File: src/rtl/mem_port_arbiter_pkg.sv
// Shared definitions for the unified memory port arbiter: widths, size codes,
// FSM states and the memory command payload.
package mem_port_arbiter_pkg;

    localparam int unsigned AW  = 32;
    localparam int unsigned DW  = 32;
    localparam int unsigned BEW = 4;

    localparam int unsigned MAX_D_STREAK_DEF = 4;
    localparam int unsigned TIMEOUT_DEF      = 16;

    // Access size codes (funct3[1:0]); 2'b11 is illegal and reported as misaligned
    localparam logic [1:0] SZ_B = 2'b00;
    localparam logic [1:0] SZ_H = 2'b01;
    localparam logic [1:0] SZ_W = 2'b10;

    typedef enum logic [1:0] {
        ST_IDLE    = 2'd0,
        ST_BUSY_IF = 2'd1,
        ST_BUSY_D  = 2'd2,
        ST_ACK     = 2'd3
    } state_t;

    typedef struct packed {
        logic           we;
        logic [BEW-1:0] be;
        logic [AW-1:0]  addr;
        logic [DW-1:0]  wdata;
    } mem_cmd_t;

    // Memory is word addressed: clear the byte offset
    function automatic logic [AW-1:0] word_addr(input logic [AW-1:0] a);
        return {a[AW-1:2], 2'b00};
    endfunction

endpackage

File: src/rtl/mem_port_arbiter_be_gen.sv
// Store lane steering: byte enables, replicated lane data and misalignment flag.
module mem_port_arbiter_be_gen
    import mem_port_arbiter_pkg::*;
(
    input  logic [1:0]     size,
    input  logic [1:0]     addr_lo,
    input  logic [DW-1:0]  wdata,
    output logic [BEW-1:0] be_c,
    output logic [DW-1:0]  lane_data_c,
    output logic           misalign_c
);

    // Decode size and low address bits into lane enables and replicated data
    always_comb begin
        be_c        = '0;
        lane_data_c = wdata;
        misalign_c  = 1'b0;
        case (size)
            SZ_B: begin
                be_c        = 4'b0001 << addr_lo;
                lane_data_c = {4{wdata[7:0]}};
            end
            SZ_H: begin
                be_c        = 4'b0011 << {addr_lo[1], 1'b0};
                lane_data_c = {2{wdata[15:0]}};
                misalign_c  = addr_lo[0];
            end
            SZ_W: begin
                be_c        = 4'b1111;
                misalign_c  = (addr_lo != 2'b00);
            end
            default: begin
                misalign_c  = 1'b1;
            end
        endcase
    end

endmodule

File: src/rtl/mem_port_arbiter.sv
// Arbitrates the single unified memory port between instruction fetch and the
// load/store unit: one transaction at a time, D priority with a bounded streak,
// misalignment rejection and a hung-memory timeout.
module mem_port_arbiter
    import mem_port_arbiter_pkg::*;
#(
    parameter int unsigned MAX_D_STREAK = MAX_D_STREAK_DEF,
    parameter int unsigned TIMEOUT      = TIMEOUT_DEF
) (
    input  logic           clk,
    input  logic           rst,
    input  logic           if_req,
    input  logic [AW-1:0]  if_addr,
    output logic           if_ack,
    output logic [DW-1:0]  if_rdata,
    output logic           if_err,
    input  logic           d_req,
    input  logic           d_we,
    input  logic [1:0]     d_size,
    input  logic [AW-1:0]  d_addr,
    input  logic [DW-1:0]  d_wdata,
    output logic           d_ack,
    output logic [DW-1:0]  d_rdata,
    output logic           d_err,
    output logic           m_req,
    output logic           m_we,
    output logic [BEW-1:0] m_be,
    output logic [AW-1:0]  m_addr,
    output logic [DW-1:0]  m_wdata,
    input  logic [DW-1:0]  m_rdata,
    input  logic           m_ready
);

    localparam int unsigned SW = $clog2(MAX_D_STREAK + 1);
    localparam int unsigned TW = (TIMEOUT > 2) ? $clog2(TIMEOUT) : 1;

    state_t         state_q, state_d;
    mem_cmd_t       cmd_q, cmd_d;
    logic [SW-1:0]  streak_q, streak_d;
    logic [TW-1:0]  tmo_q, tmo_d;
    logic           m_req_d;
    logic           if_ack_d, if_err_d, d_ack_d, d_err_d;
    logic [DW-1:0]  if_rdata_d, d_rdata_d;

    logic           if_req_m, d_req_m, grant_d;
    logic [BEW-1:0] be_c;
    logic [DW-1:0]  lane_c;
    logic           misalign_c;

    mem_port_arbiter_be_gen u_be_gen (
        .size        (d_size),
        .addr_lo     (d_addr[1:0]),
        .wdata       (d_wdata),
        .be_c        (be_c),
        .lane_data_c (lane_c),
        .misalign_c  (misalign_c)
    );

    // A requester is ignored in the cycle its own ack is visible
    assign if_req_m = if_req & ~if_ack;
    assign d_req_m  = d_req & ~d_ack;
    assign grant_d  = d_req_m & (~if_req_m | (streak_q != SW'(MAX_D_STREAK)));

    assign m_we    = cmd_q.we;
    assign m_be    = cmd_q.be;
    assign m_addr  = cmd_q.addr;
    assign m_wdata = cmd_q.wdata;

    // Next-state, next-output and counter update logic
    always_comb begin
        state_d    = state_q;
        cmd_d      = cmd_q;
        streak_d   = streak_q;
        tmo_d      = tmo_q;
        m_req_d    = 1'b0;
        if_ack_d   = 1'b0;
        if_err_d   = 1'b0;
        d_ack_d    = 1'b0;
        d_err_d    = 1'b0;
        if_rdata_d = if_rdata;
        d_rdata_d  = d_rdata;

        case (state_q)
            ST_IDLE: begin
                tmo_d = '0;
                if (grant_d) begin
                    // Streak only grows while fetch is actually being held off
                    streak_d = if_req_m ? SW'(streak_q + SW'(1)) : '0;
                    if (misalign_c) begin
                        d_ack_d = 1'b1;
                        d_err_d = 1'b1;
                        state_d = ST_ACK;
                    end else begin
                        cmd_d.we    = d_we;
                        cmd_d.be    = d_we ? be_c : 4'b1111;
                        cmd_d.addr  = word_addr(d_addr);
                        cmd_d.wdata = d_we ? lane_c : '0;
                        m_req_d     = 1'b1;
                        state_d     = ST_BUSY_D;
                    end
                end else if (if_req_m) begin
                    streak_d    = '0;
                    cmd_d.we    = 1'b0;
                    cmd_d.be    = 4'b1111;
                    cmd_d.addr  = word_addr(if_addr);
                    cmd_d.wdata = '0;
                    m_req_d     = 1'b1;
                    state_d     = ST_BUSY_IF;
                end
            end

            ST_BUSY_IF, ST_BUSY_D: begin
                // m_ready takes precedence over a simultaneous timeout
                if (m_ready) begin
                    state_d = ST_ACK;
                    if (state_q == ST_BUSY_IF) begin
                        if_ack_d   = 1'b1;
                        if_rdata_d = m_rdata;
                    end else begin
                        d_ack_d    = 1'b1;
                        d_rdata_d  = m_rdata;
                    end
                end else if (tmo_q == TW'(TIMEOUT - 1)) begin
                    state_d = ST_ACK;
                    if (state_q == ST_BUSY_IF) begin
                        if_ack_d = 1'b1;
                        if_err_d = 1'b1;
                    end else begin
                        d_ack_d  = 1'b1;
                        d_err_d  = 1'b1;
                    end
                end else begin
                    m_req_d = 1'b1;
                    tmo_d   = TW'(tmo_q + TW'(1));
                end
            end

            ST_ACK: begin
                state_d = ST_IDLE;
            end

            default: begin
                state_d = ST_IDLE;
            end
        endcase
    end

    // State and registered outputs
    always_ff @(posedge clk) begin
        if (rst) begin
            state_q  <= ST_IDLE;
            cmd_q    <= '0;
            streak_q <= '0;
            tmo_q    <= '0;
            m_req    <= 1'b0;
            if_ack   <= 1'b0;
            if_err   <= 1'b0;
            d_ack    <= 1'b0;
            d_err    <= 1'b0;
            if_rdata <= '0;
            d_rdata  <= '0;
        end else begin
            state_q  <= state_d;
            cmd_q    <= cmd_d;
            streak_q <= streak_d;
            tmo_q    <= tmo_d;
            m_req    <= m_req_d;
            if_ack   <= if_ack_d;
            if_err   <= if_err_d;
            d_ack    <= d_ack_d;
            d_err    <= d_err_d;
            if_rdata <= if_rdata_d;
            d_rdata  <= d_rdata_d;
        end
    end

endmodule
File: config.mk
export PLATFORM = sky130hd
export DESIGN_NAME = mem_port_arbiter
export DESIGN_NICKNAME = d
export VERILOG_FILES = /design/src/rtl/mem_port_arbiter_pkg.sv /design/src/rtl/mem_port_arbiter_be_gen.sv /design/src/rtl/mem_port_arbiter.sv
export SDC_FILE = /design/constraint.sdc
export NUM_CORES = 1
export LEC_CHECK = 0
export ABC_AREA = 1
export BUFFER_PORTS_ARGS = -buffer_cell sky130_fd_sc_hd__clkbuf_2
export CAP_MARGIN = 20
export CORE_ASPECT_RATIO = 1.25
export CORE_MARGIN = 3
export CORE_UTILIZATION = 44
export DETAILED_ROUTE_END_ITERATION = 8
export GPL_TIMING_DRIVEN = 0
export HOLD_SLACK_MARGIN = 0.15
export PLACE_DENSITY = 0.77
export SLEW_MARGIN = 0
export SYNTH_ARGS = -nofsm -noshare
export SYNTH_HDL_FRONTEND = slang
export SYNTH_HIERARCHICAL = 1
export SYNTH_SLANG_ARGS = --single-unit
File: constraint.sdc
create_clock -name clk -period 1.52 [get_ports clk]
set_input_delay 0.076 -clock clk [delete_from_list [all_inputs] [get_ports clk]]
set_output_delay 0.076 -clock clk [all_outputs]
set_load 0.005 [all_outputs]
==> flow_summary_export.csv <==
group,metric,value,unit
status,status,"finished, violations left",
status,violations,"negative setup slack",
die,fp.dieH,144.2,um
clock_network,clk_pin_slew,0.06,ns
die,die_x,116.6,um
yosys,synth_top_area_frac,0.4315,
die,initial_core_util,0.4591,
clock_network,h-tree-depth,4,
power,max-vdd-ir-drop,0.0009573,V
placed_design,dp_hpwl,15860,um
routing,vias_per_cell,5.013,
routing,vias,8306,
placed_design,port_buffers,266,
yosys,synthFlopType,"dfxtp_1",
die,dieArea,16820,um2
timing,min_period,1.538,ns
global_route,antenna_found_initial,0,
routing,dr.pass1.iters,7,
timing,finalHoldViolations,0,
worst_setup_path,start_kind,"register",
yosys,ys_seq_elements,145,
timing,fmax,0.6502,GHz
global_route,grt_use_total,0.2847,
clock_network,cts.sinks,145,
global_route,grt_max_degree,17,
final_layout,final_cells,1657,
timing,setup_ws,-0.01804,ns
worst_hold_path,hold_class,"in2reg",
clock_network,cts_root_buf,"clkbuf_16",
global_route,grt_pass1_vias,8073,
yosys,synth_cells,1031,
timing,drv_slew,0,
timing,fin_worst_skew,0.01406,ns
die,core_area,14650,um2
yosys,synth.distinct_cells,24,
timing,worst_pin_slew,0.6287,ns
yosys,synth_top_cell_by_area,"dfxtp_1",
global_route,overflow,0,
timing,slew_headroom,0.5808,
routing,antenna_violating_nets_post_route,0,
clock_network,cts_made_buffers,17,
placed_design,dp_cells,1476,
timing,post-route-period-util,1.012,
routing,routed_wirelength,25120,um
worst_setup_path,cp-end-kind,"register",
worst_setup_path,worstPathMaxFanout,8,
final_layout,drive_gt1_frac,0.3015,
routing,wl_per_cell,15.16,um
power,p_leak,5.264,nW
yosys,synth_seq_area_share,0.4315,
worst_setup_path,crit_type,"reg2reg",
yosys,netlist_top_cells_area,"dfxtp_1, nand2_1, nor2_1",
yosys,syn_avg_cell_area,6.524,um2
power,p_per_area,1491,nW/um2
final_layout,syn2layout_area_growth,59.80,%
clock_network,tritoncts,"built",
yosys,async_flop_share,0,
die,io_pins,274,
worst_setup_path,crit_required,1.81,ns
yosys,yosys-top-cells-count,"nand2_1, nor2_1, dfxtp_1, nand3_1, a21oi_1",
worst_setup_path,cp.arrival,1.83,ns
routing,drc,0,
timing,setup_viol_count_final,10,
placed_design,place_area,8284,um2
yosys,synth.most_common_cell,"nand2_1",
flow_run,maxCapViolCount,0,
timing,grt_setup_unrepaired,"yes",
clock_network,clk_path_buf_depth,2,
yosys,synth_area,6726,um2
final_layout,final_cell_area,10750,um2
yosys,yosys_warnings,6,
yosys,synth_edf_count,0,
timing,tns,-0.06994,ns
global_route,grt_pass1_wl,38150,um
die,rows,49,
clock_network,clock_latency,0.41,ns
routing,initialDrtViolationCount,515,
placed_design,gp_congestion,0.8745,
final_layout,fin_nets,1605,
final_layout,post-route-util,0.7336,
final_layout,nFillCells,1111,
==> placed cells by master, fill, tap and decap left out, types with 13 or more instances in the layout <==
master / instances
clkbuf_1: 21
buf_2: 13
nand3_1: 110
nand2_2: 13
clkbuf_2: 269
dfxtp_1: 141
nand2_1: 301
nor2_1: 172
clkbuf_16: 19
o21ai_0: 40
dlygate4sd3_1: 122
buf_4: 40
a21oi_1: 67
inv_1: 47
==> flip-flops by register name, summed over array words and instances (netlist names) <==
signal	count
if_err	1
m_addr	30
if_rdata	32
state_q	2
d_err	1
m_wdata	32
m_req	1
streak_q	3
m_we	1
if_ack	1
d_ack	1
d_rdata	32
m_be	4
tmo_q	4
==> area by class of cell <==
cell class                 instances  area, um2  share of cell area
clock buffer                      19      452.9             0.04214
timing repair buffer             413       2790              0.2596
clock inverter                    13      147.6             0.01374
antenna                            3      7.507           0.0006984
buffer                            76      550.5             0.05122
sequential                       145       2908              0.2705
multi-input combinational        752       3447              0.3207
tap                              178      222.7             0.02072
inverter                          58      222.7             0.02072
==> critical path, stage by stage, from the launching register on <==
cell and delay [ns]:
dfxtp_2 0.33, inv_2 0.05, ha_4 0.14, nand2_2 0.07, inv_2 0.04, nand2_4 0.13, nand3_4 0.13, nand2_8 0.13
buf_8 0.14, buf_12 0.11, nand2_1 0.04, nand2_1 0.05, nor2_1 0.05
==> path summary, 6_finish.rpt <==
kind | slack, ns | endpoint | start | cells after the start
worst max-delay path | -0.02 | m_be[1] | streak_q[0] | 12
worst min-delay path | 0.16 | m_wdata[31] | d_wdata[31] | 7
worst max register to register | -0.02 | m_be[1] | streak_q[0] | 12
worst min register to register | 0.46 | d_rdata[25] | d_rdata[25] | 2
==> report_power, final <==
part	switching, W	leakage, nW	internal, W	total, W
sequential	0.000505	1.19	0.00468	0.00519
combinational	0.00365	3.80	0.00293	0.00658
clock	0.00172	0.283	0.00253	0.00425
total	0.00588	5.26	0.0101	0.0160
==> stage by stage <==
stage | worst slack [ns] | hold slack [ns] | power [W]
2_1_floorplan | -0.03294 | 0.2404 | 0.008263
3_3_place_gp | -0.3540 | 0.3449 | 0.01011
3_5_place_dp | -0.4113 | 0.3493 | 0.01021
4_1_cts | -0.003392 | 0.1524 | 0.01545
5_1_grt | -0.1109 | 0.1816 | 0.01702
6_report | -0.01804 | 0.1630 | 0.01602
==> cell families after synthesis <==
group           share of synthesized area
other cells                     0.0005575
compound gates                    0.08631
fa+ha+maj                         0.01116
xor+xnor                         0.001302
buf+inv                           0.09170
flops                              0.4315
simple gates                       0.3774
==> layer usage <==
layer / routed length [um] / vias to the layer above / GRT usage
met3: 1750 / 99 / 0.07828
met2: 12870 / 382 / 0.5250
met4: 1234 / 0 / 0.1467
li1: - / 4096 / -
met5: 0 / - / 0
met1: 9268 / 3729 / 0.2895
==> timing repair <==
item                                    in CTS  in global routing
endpoints found under the setup margin     113                139
hold buffers                               123                  0
gates resized for setup                     60                 74
endpoints found under the hold margin      126                  0
buffers inserted                            18                  4
cloned                                       3                  0
pin swaps                                    6                  8
Power figures use the tool's default switching activity.
